## src/rtl/icache_if.sv

```systemverilog
// ---------------------------------------------------------------------------
// icache_if -- bus bundle between the instruction cache, the datapath fetch
// stage and the backing memory.
//
// Datapath side (request/response):
//   imemREN   datapath -> cache  fetch request for imemaddr
//   imemaddr  datapath -> cache  byte address of the wanted instruction
//   iflush    datapath -> cache  invalidate every frame
//   ihit      cache -> datapath  imemload is valid for imemaddr this cycle
//   imemload  cache -> datapath  instruction word (0 when ihit=0)
//
// Memory side (read channel):
//   iREN      cache -> memory    read request, held until accepted
//   iaddr     cache -> memory    word-aligned byte address, stable while iREN=1
//   iwait     memory -> cache    memory busy
//   iload     memory -> cache    read data
//
// Handshake semantics: a datapath request is "valid" while imemREN=1 and
// completes on the cycle ihit=1; the datapath keeps imemREN/imemaddr up until
// then (it may also redirect them). A memory read is "valid" while iREN=1 and
// is accepted on the single cycle where iREN=1 and iwait=0; iload is sampled
// at the end of exactly that cycle. iaddr never changes while iREN=1.
//
// Modports: slave = the cache, master = whatever drives the cache
// (datapath plus memory model).
// ---------------------------------------------------------------------------
interface icache_if;
  logic        imemREN;
  logic [31:0] imemaddr;
  logic        iflush;
  logic        ihit;
  logic [31:0] imemload;
  logic        iREN;
  logic [31:0] iaddr;
  logic        iwait;
  logic [31:0] iload;

  modport slave (
    input  imemREN, imemaddr, iflush, iwait, iload,
    output ihit, imemload, iREN, iaddr
  );

  modport master (
    output imemREN, imemaddr, iflush, iwait, iload,
    input  ihit, imemload, iREN, iaddr
  );
endinterface

```

## src/rtl/icache.sv

```systemverilog
// ---------------------------------------------------------------------------
// icache -- direct-mapped instruction cache, one 32-bit word per frame.
//
// Address split: [1:0] byte offset (ignored), [IW+1:2] frame index,
// [31:IW+2] tag. A hit is reported combinationally in the cycle of the
// request; a miss moves the controller to FILL, where it reads the word from
// memory and allocates the frame. There is no forwarding: the word becomes
// visible as a hit on the cycle after the fill completes.
//
// Ports:
//   CLK         sole clock, rising edge
//   RST         synchronous active-high reset
//   bus         icache_if.slave (datapath request/response + memory read)
//   hit_count   number of hits since reset, wraps at 2^32
//   miss_count  number of misses since reset, wraps at 2^32
//   o_state     controller state for observation (0 = IDLE, 1 = FILL)
// ---------------------------------------------------------------------------
module icache #(
  parameter int SETS = 16
) (
  input  logic        CLK,
  input  logic        RST,
  icache_if.slave     bus,
  output logic [31:0] hit_count,
  output logic [31:0] miss_count,
  output logic        o_state
);

  localparam int IW = $clog2(SETS);
  localparam int TW = 30 - IW;

  typedef enum logic {
    IDLE = 1'b0,
    FILL = 1'b1
  } state_t;

  // Controller state and registered outputs.
  state_t         r_state;
  logic           r_iren;
  logic [31:2]    r_miss_word;   // miss address, byte offset dropped
  logic [31:0]    r_hit_count;
  logic [31:0]    r_miss_count;

  // Frame storage. Only the valid bits are reset; tag and data are
  // meaningless while their valid bit is clear.
  logic [SETS-1:0] r_valid;
  logic [TW-1:0]   r_tag  [SETS];
  logic [31:0]     r_data [SETS];

  // Request decode.
  logic [IW-1:0]  w_idx;
  logic [TW-1:0]  w_tag;
  logic           w_frame_match;
  logic           w_req;
  logic           w_hit;
  logic           w_miss;

  // Fill decode.
  logic [IW-1:0]  w_fill_idx;
  logic [TW-1:0]  w_fill_tag;
  logic           w_fill_done;

  assign w_idx         = bus.imemaddr[IW+1:2];
  assign w_tag         = bus.imemaddr[31:IW+2];
  assign w_frame_match = r_valid[w_idx] && (r_tag[w_idx] == w_tag);

  // A request is only evaluated in IDLE, outside reset, and not in a flush
  // cycle: the flush both hides the hit and suppresses miss accounting.
  assign w_req  = !RST && (r_state == IDLE) && bus.imemREN && !bus.iflush;
  assign w_hit  = w_req && w_frame_match;
  assign w_miss = w_req && !w_frame_match;

  assign w_fill_idx  = r_miss_word[IW+1:2];
  assign w_fill_tag  = r_miss_word[31:IW+2];
  // Memory accepts the read: iREN high (i.e. FILL) and not busy.
  assign w_fill_done = !RST && (r_state == FILL) && !bus.iwait;

  // Datapath outputs. imemload is forced to zero whenever there is no hit.
  assign bus.ihit     = w_hit;
  assign bus.imemload = w_hit ? r_data[w_idx] : 32'h0;

  // Memory outputs. r_iren is high exactly in FILL; RST masks it in the
  // reset cycle itself so nothing is requested while reset is held.
  assign bus.iREN  = r_iren && !RST;
  assign bus.iaddr = (r_iren && !RST) ? {r_miss_word, 2'b00} : 32'h0;

  assign hit_count  = r_hit_count;
  assign miss_count = r_miss_count;
  assign o_state    = r_state;

  // -------------------------------------------------------------------------
  // Controller: state, registered memory request, miss address, counters
  // and valid bits.
  // -------------------------------------------------------------------------
  always_ff @(posedge CLK) begin
    if (RST) begin
      r_state      <= IDLE;
      r_iren       <= 1'b0;
      r_miss_word  <= '0;
      r_hit_count  <= 32'h0;
      r_miss_count <= 32'h0;
      r_valid      <= '0;
    end else begin
      // Flush clears everything first; a fill completing in the same cycle
      // re-validates its own frame below (later assignment wins for that bit).
      if (bus.iflush) begin
        r_valid <= '0;
      end

      case (r_state)
        IDLE: begin
          if (w_hit) begin
            r_hit_count <= r_hit_count + 32'd1;
          end else if (w_miss) begin
            r_miss_word  <= bus.imemaddr[31:2];
            r_miss_count <= r_miss_count + 32'd1;
            r_iren       <= 1'b1;
            r_state      <= FILL;
          end
        end

        FILL: begin
          // The fill runs to completion for the latched address regardless
          // of what the datapath does with imemREN/imemaddr meanwhile.
          if (!bus.iwait) begin
            r_valid[w_fill_idx] <= 1'b1;
            r_iren              <= 1'b0;
            r_state             <= IDLE;
          end
        end

        default: begin
          r_state <= IDLE;
          r_iren  <= 1'b0;
        end
      endcase
    end
  end

  // -------------------------------------------------------------------------
  // Tag/data arrays: written only when a fill is accepted. A conflicting
  // index simply overwrites the previous occupant.
  // -------------------------------------------------------------------------
  always_ff @(posedge CLK) begin
    if (w_fill_done) begin
      r_tag[w_fill_idx]  <= w_fill_tag;
      r_data[w_fill_idx] <= bus.iload;
    end
  end

endmodule
```

## src/flat_wrapper.sv

```systemverilog
// flat-port wrapper written by rule: the top's interface ports become plain ports
module icache_flat 
#(
  parameter int SETS = 16
)
  (CLK, RST, hit_count, miss_count, o_state, bus_imemREN, bus_imemaddr, bus_iflush, bus_iwait, bus_iload, bus_ihit, bus_imemload, bus_iREN, bus_iaddr);
  icache_if bus_i ();
  input  logic CLK;
  input  logic RST;
  output logic [31:0] hit_count;
  output logic [31:0] miss_count;
  output logic o_state;
  input wire logic [$bits(bus_i.imemREN)-1:0] bus_imemREN;
  input wire logic [$bits(bus_i.imemaddr)-1:0] bus_imemaddr;
  input wire logic [$bits(bus_i.iflush)-1:0] bus_iflush;
  input wire logic [$bits(bus_i.iwait)-1:0] bus_iwait;
  input wire logic [$bits(bus_i.iload)-1:0] bus_iload;
  output wire logic [$bits(bus_i.ihit)-1:0] bus_ihit;
  output wire logic [$bits(bus_i.imemload)-1:0] bus_imemload;
  output wire logic [$bits(bus_i.iREN)-1:0] bus_iREN;
  output wire logic [$bits(bus_i.iaddr)-1:0] bus_iaddr;
  assign bus_i.imemREN = bus_imemREN;
  assign bus_i.imemaddr = bus_imemaddr;
  assign bus_i.iflush = bus_iflush;
  assign bus_i.iwait = bus_iwait;
  assign bus_i.iload = bus_iload;
  assign bus_ihit = bus_i.ihit;
  assign bus_imemload = bus_i.imemload;
  assign bus_iREN = bus_i.iREN;
  assign bus_iaddr = bus_i.iaddr;
  icache #(.SETS(SETS)) u_core (.CLK(CLK), .RST(RST), .bus(bus_i), .hit_count(hit_count), .miss_count(miss_count), .o_state(o_state));
endmodule
```

## config.mk

```make
export PLATFORM = sky130hd
export DESIGN_NAME = icache_flat
export DESIGN_NICKNAME = d
export VERILOG_FILES = /design/src/rtl/icache_if.sv /design/src/rtl/icache.sv /design/src/flat_wrapper.sv
export SDC_FILE = /design/constraint.sdc
export NUM_CORES = 1
export LEC_CHECK = 0
export CAP_MARGIN = 20
export CORE_AREA = 2 2 346 348
export CTS_BUF_LIST = sky130_fd_sc_hd__clkbuf_4
export DETAILED_ROUTE_END_ITERATION = 7
export DIE_AREA = 0 0 348 350
export GPL_ROUTABILITY_DRIVEN = 1
export SYNTH_ARGS = -nofsm -noshare
export SYNTH_HDL_FRONTEND = slang
export SYNTH_SLANG_ARGS = --single-unit
```

## constraint.sdc

```tcl
create_clock -name CLK -period 6.63 [get_ports CLK]
set_input_delay 1.6575 -clock CLK [delete_from_list [all_inputs] [get_ports CLK]]
set_output_delay 1.6575 -clock CLK [all_outputs]
set_load 0.05 [all_outputs]
```

==> metrics.cfg <==
[grt]
grt_max_degree = 77
grt_use_total = 0.173
gr-total-overflow = 0
antenna_found_initial = 9
grt_first_pass_wirelength_um = 154000
grt_pass1_vias = 23800

[clocking]
numCtsBuffers = 283
clock-sinks = 1040
clk_latency_ps = 1150
cts_tree = yes
cts_max_level = 5
cts.path.max_buffers = 4
cts_hold_buf = 0
cts-root-buf = clkbuf_4
path_clk_slew_ps = 50

[critical_path]
max_stage_delay_ps = 340
crit_buf_inv = 9
cp.arrival_ps = 4870
crit_required_ps = 4970
startpoint_type = input pin
cpMaxStageDelayCell = a221o_1
timing.critical_path.mode_cell = buf_12
path_delay_family = buffers and inverters
end_kind = output port
path_max_fanout = 10
path_cells = buf_12 > buf_12 > buf_4 > buf_4 > nor2b_1 > buf_4 > a221o_1 > a211oi_1 > a211oi_1 > nor3_2 > and3_4 > nand4_4 > buf_12 > buf_4 > buf_12 > nor2b_1 > buf_12
critPathKind = in -> out

[timing]
period_minus_slack_ps = 6530
worst_pin_slew_ps = 1150
clock.fmax_mhz = 153
finalCritPeriodShare = 0.984
slew_headroom = 0.233
setup_violations = 0
final_hold_viol_count = 0
fin_skew_ps = 72.3
tns_ps = 0
final_max_slew_viol_count = 0

[synthesis]
synthCells = 2117
async_flop_share = 0
ys_seq_area_frac = 0.732
synth-edff-count = 928
ys.warnings.count = 0
ys_ff_latch = 1040
avgSynthCellArea_sq_um = 19.4
ys.flop_type = edfxtp_1
synth_cell_types = 70
synthesis.area_sq_um = 41100

[place]
dpl-instance-area_sq_um = 45800
place.gp.congestion = 0.817
dpl.hpwl_um = 58300
portBuffers = 195

[flow_run]
drv_cap = 0

[drt]
wirelength_um = 106000
postRouteAntennaNets = 0
vias = 22800
drtPass1Iterations = 5
wl_per_cell_um = 24.5
drt_iter0_drc = 2076
vias_per_cell = 5.30
drc = 0

[cells_and_area]
drive_gt1_frac = 0.325
final_nets = 2656
design_area_sq_um = 49500
syn2layout_area_growth_pct = 20.3
layout_common_cells = edfxtp_1, clkbuf_4, mux4_2, clkdlybuf4s50_1, dfxtp_1
nFillCells = 10400
mostFrequentLayoutCell = edfxtp_1

[run_status]
status = complete, no violations

[power_and_ir_drop]
p_leak_nw = 15.8
ir_worst_vdd_mv = 0.155
total_power_mw = 13.2
pwr_density_cell_nw_per_um2 = 267

[hold_path]
hp-class = reg -> reg

[floorplan]
die_w_um = 348
ioPinCount = 200
start_util = 0.349
floorplan.rows = 126
die_h_um = 350
die-area_sq_um = 122000
coreArea_sq_um = 118000

## worst paths after layout
kind	endpoint	from	slack [ps]	depth (start not counted)
setup / recovery	bus_imemload[2]	bus_imemaddr[3]	100	17
setup reg to reg	u_core.hit_count[19]	u_core.r_tag[15][8]	2550	14
hold reg to reg	u_core.r_valid[14]	u_core.r_valid[14]	450	1
hold / removal	u_core.r_valid[14]	u_core.r_valid[14]	450	1
## registers in the layout, summed over array words and instances (netlist names)
register / flops
u_core.r_tag: 416
u_core.r_valid: 16
u_core.r_miss_word: 30
u_core.o_state: 1
u_core.r_iren: 1
u_core.hit_count: 32
u_core.r_data: 512
u_core.miss_count: 32
## cell type report
type / count / area [sq um] / area share
multi-input combinational: 946 / 10600 / 0.215
clock inverter: 61 / 314 / 0.00635
clock buffer: 400 / 3000 / 0.0607
antenna: 8 / 20.0 / 0.000405
sequential: 1040 / 30100 / 0.608
timing repair buffer: 295 / 3400 / 0.0688
tap: 1536 / 1920 / 0.0388
inverter: 19 / 72.6 / 0.00147
## logic make-up after synthesis
kind of cell / Yosys count / share of synthesized area
xor gates and xnor gates: 20 / 0.00426
buffers and inverters: 132 / 0.0157
and+or+nand+nor: 393 / 0.0550
adders and majority gates: 2 / 0.000608
muxes: 340 / 0.162
DFF: 1040 / 0.732
AOI/OAI and AO/OA: 189 / 0.0307
other: 1 / 0.0000912
## Yosys cell counts (5+ instances only)
library cell	count	area [sq um]
edfxtp_1	928	27900
a21oi_1	44	220
o22a_1	5	43.8
nand2b_1	15	93.8
or4_1	20	150
mux4_2	254	5720
mux2i_1	30	300
inv_1	19	71.3
nand3_1	31	155
nand4_1	12	75.1
nor2_1	57	214
dfxtp_1	112	2240
buf_4	11	82.6
xor2_1	10	87.6
nor4_1	18	113
or3_1	34	213
nand2_1	45	169
nor2b_1	78	488
mux2_2	33	372
or2_2	5	31.3
o31ai_1	15	113
clkbuf_1	53	199
buf_2	18	90.1
o21ai_0	39	195
buf_1	20	75.1
and3_1	10	62.6
a211oi_1	5	37.5
mux2_1	23	259
buf_6	10	113
a221oi_1	9	78.8
o22ai_1	18	113
nor3_1	8	40.0
a22oi_1	5	37.5
xnor2_1	10	87.6
and2_1	37	231
a21o_1	17	128
## routing by layer
metal / vias to the layer above / GRT usage / share of wire
met1: 11900 / 0.232 / 0.43
met4: 10 / 0.0596 / 0.021
met5: - / 0 / 0.00062
met3: 188 / 0.0363 / 0.063
li1: 9823 / - / -
met2: 846 / 0.280 / 0.48
## report_power, final
| part | total [mW] | leakage [nW] | switching (mW) | internal (mW) |
|---|---|---|---|---|
| Sequential | 7.20 | 9.02 | 0.0493 | 7.15 |
| Combinational | 0.626 | 4.76 | 0.337 | 0.290 |
| Clock | 5.38 | 2.00 | 2.50 | 2.87 |
## timing repair
item / 4_1_cts / 5_1_grt
endpoints found under the setup margin: 33 / 33
resized for setup: 25 / 13
pin swaps: 4 / 2
buffers inserted: 4 / 0
gates cloned: 3 / 0
## stage by stage
step	hold WS [ps]	cells	utilization	setup slack, ps
detailed placement	438	3827	0.389	-370
CTS	451	4295	0.419	-48.2
global placement	427	3827	0.389	-353
global route	472	4305	0.420	-44.2
finish	448	4305	0.420	104
floorplan	421	2118	-	-135
Note: power is estimated with default switching activity, not from simulation.
==> variant (same flow settings) <==
`SETS` is set to 16 in 2 places; all go to 32.
--- a/src/rtl/icache.sv
+++ b/src/rtl/icache.sv
@@ -16,7 +16,7 @@
 //   o_state     controller state for observation (0 = IDLE, 1 = FILL)
 // ---------------------------------------------------------------------------
 module icache #(
-  parameter int SETS = 16
+  parameter int SETS = 32
 ) (
   input  logic        CLK,
   input  logic        RST,
--- a/src/flat_wrapper.sv
+++ b/src/flat_wrapper.sv
@@ -1,7 +1,7 @@
 // flat-port wrapper written by rule: the top's interface ports become plain ports
 module icache_flat 
 #(
-  parameter int SETS = 16
+  parameter int SETS = 32
 )
   (CLK, RST, hit_count, miss_count, o_state, bus_imemREN, bus_imemaddr, bus_iflush, bus_iwait, bus_iload, bus_ihit, bus_imemload, bus_iREN, bus_iaddr);
   icache_if bus_i ();
Check against the original RTL: not settled (the Yosys comparison gave no result); the edit may change what the design does.
==> variant against the original RTL <==
  * The flow now finishes with violations (DRC)
  * Sequential power rose by 88%
  * Power rose by 83%
  * Design area rose by 79%
  * Critical path depth fell by 3
  * Final cell count rose by 48%
  * Synthesized area rose by 84%
  * Utilization rose by 33 points
  * Wire length rose by 85%
  * Combinational power rose by 77%
  * Sequential cell count rose by 912
  * Setup slack got worse by 0.080 ns
==> variant: results (changes against the original RTL) <==
Drt
  • Routed len/inst: 30.66 um (was 24.54 um)
  • DR DRC count: 2 (was 0)
  • DRT Pass-1 Iters: 8 (was 5)

Placement
  • HPWL Detailed: 100400 um (was 58340 um)
  • Placer Congestion: 0.8396 (was 0.8167)
  • Area post-placement: 81620 um2 (was 45800 um2)

Final layout
  • Final Net Count: 4528 (was 2656)

Power and ir drop
  • Total net switching power: 5.275 mW (was 2.889 mW)
  • Leakage: 28.91 nW (was 15.79 nW)
  • Maximum vdd drop: 226.9 uV (was 154.9 uV)

Logic synthesis
  • Register area share after synthesis: 75.87% (was 73.20%)
  • Synth cell types: 57 (was 70)
  • Post-synth top cells: edfxtp_1, mux4_2, mux2i_1 (was edfxtp_1, mux4_2, dfxtp_1)

Global routing
  • GRT Total Usage: 32.22% (was 17.29%)
  • Grt met2 use: 51.09% (was 28.03%)
  • Met1 Resource Use GR: 45.67% (was 23.16%)
  • Grt met3 use: 6.697% (was 3.630%)
  • Vias in the first global route: 41.73k (was 23.79k)
  • Initial antenna violation count: 5 (was 9)
  • Largest net degree at the start of global routing: 109 (was 77)

Clock tree
  • TritonCTS buffer count: 480 (was 283)

Worst setup path
  • CP arrival: 4.95 ns (was 4.87 ns)
  • Largest delay contributor family on the critical path: multiplexers (was buffers and inverters)
  • Slowest-stage cell, CP: mux4_2 (was a221o_1)
  • Worst Path Max Fanout: 19 (was 10)
  • Critical Path Max Stage Delay: 0.53 ns (was 0.34 ns)

Outcome
  • Failing checks: DRC
  • Status: complete, but fails checks (was complete, no violations)

STA
  • Clk_skew: 0.09085 ns (was 0.07226 ns)
## variant: per-stage QoR
stage               hold WS [ns]  instances  worst slack (ns)
floorplan                 0.4211       3726           -0.2476
global placement          0.4273       5474           -0.3905
detailed placement        0.4346       5474           -0.3820
CTS                       0.4492       6329          0.003705
global route              0.4689       6371          -0.05437
finish                    0.4514       6372           0.02359
## variant: final timing paths
kind | startpoint | end | slack [ns] | depth (start not counted)
worst max-delay path | bus_imemaddr[2] | bus_imemload[28] | 0.02 | 14
worst min-delay path | u_core.r_valid[30] | u_core.r_valid[30] | 0.45 | 1
worst max register to register | u_core.r_tag[1][10] | u_core.hit_count[28] | 2.41 | 14
worst min register to register | u_core.r_valid[30] | u_core.r_valid[30] | 0.45 | 1
## variant: repair_timing
item,4_1_cts,5_1_grt
buffers inserted,1,19
pin swaps,7,12
endpoints found under the setup margin,33,33
gates cloned,0,5
gates resized for setup,15,57
## variant: area by class of cell
class                      instances  area [um2]
clock inverter                   142       590.6
tap                             1536        1922
inverter                          10       40.04
multi-input combinational       1554       17930
antenna                            7       17.52
fill                            6802       29220
timing repair buffer             459        5365
sequential                      1952       57340
clock buffer                     712        5345
## variant: cell families (layout without fill, tap and decap cells)
| family | Yosys count | in the layout | synth area share [%] |
|---|---|---|---|
| AO/OA/AOI/OAI | 358 | 358 | 3.129 |
| AND/OR/NAND/NOR | 403 | 403 | 2.829 |
| multiplexers | 757 | 757 | 16.46 |
| XOR/XNOR | 32 | 32 | 0.3709 |
| adder cells (fa/ha/maj) | 2 | 2 | 0.03311 |
| buffers and inverters | 220 | 1323 | 1.308 |
| flip-flops | 1952 | 1952 | 75.87 |
| other | 1 | 9 | 0.004962 |
## variant: power by group through the flow
stage / Clock, mW / Combinational [mW] / Sequential [mW]
2_1_floorplan: 0 / 0.617 / 13.7
3_3_place_gp: 0 / 1.01 / 13.7
3_5_place_dp: 0 / 1.04 / 13.8
4_1_cts: 9.74 / 1.05 / 13.5
5_1_grt: 10.4 / 1.17 / 13.5
6_report: 9.56 / 1.11 / 13.5
## variant: metal layers
layer  part of all wire (%)  vias up  wire length [um]
li1                       -    17270                 -
met1                     38    21420             74780
met2                     49     2576             95430
met3                     10      323             19960
met4                    2.6        6              5171
met5                  0.021        -                42
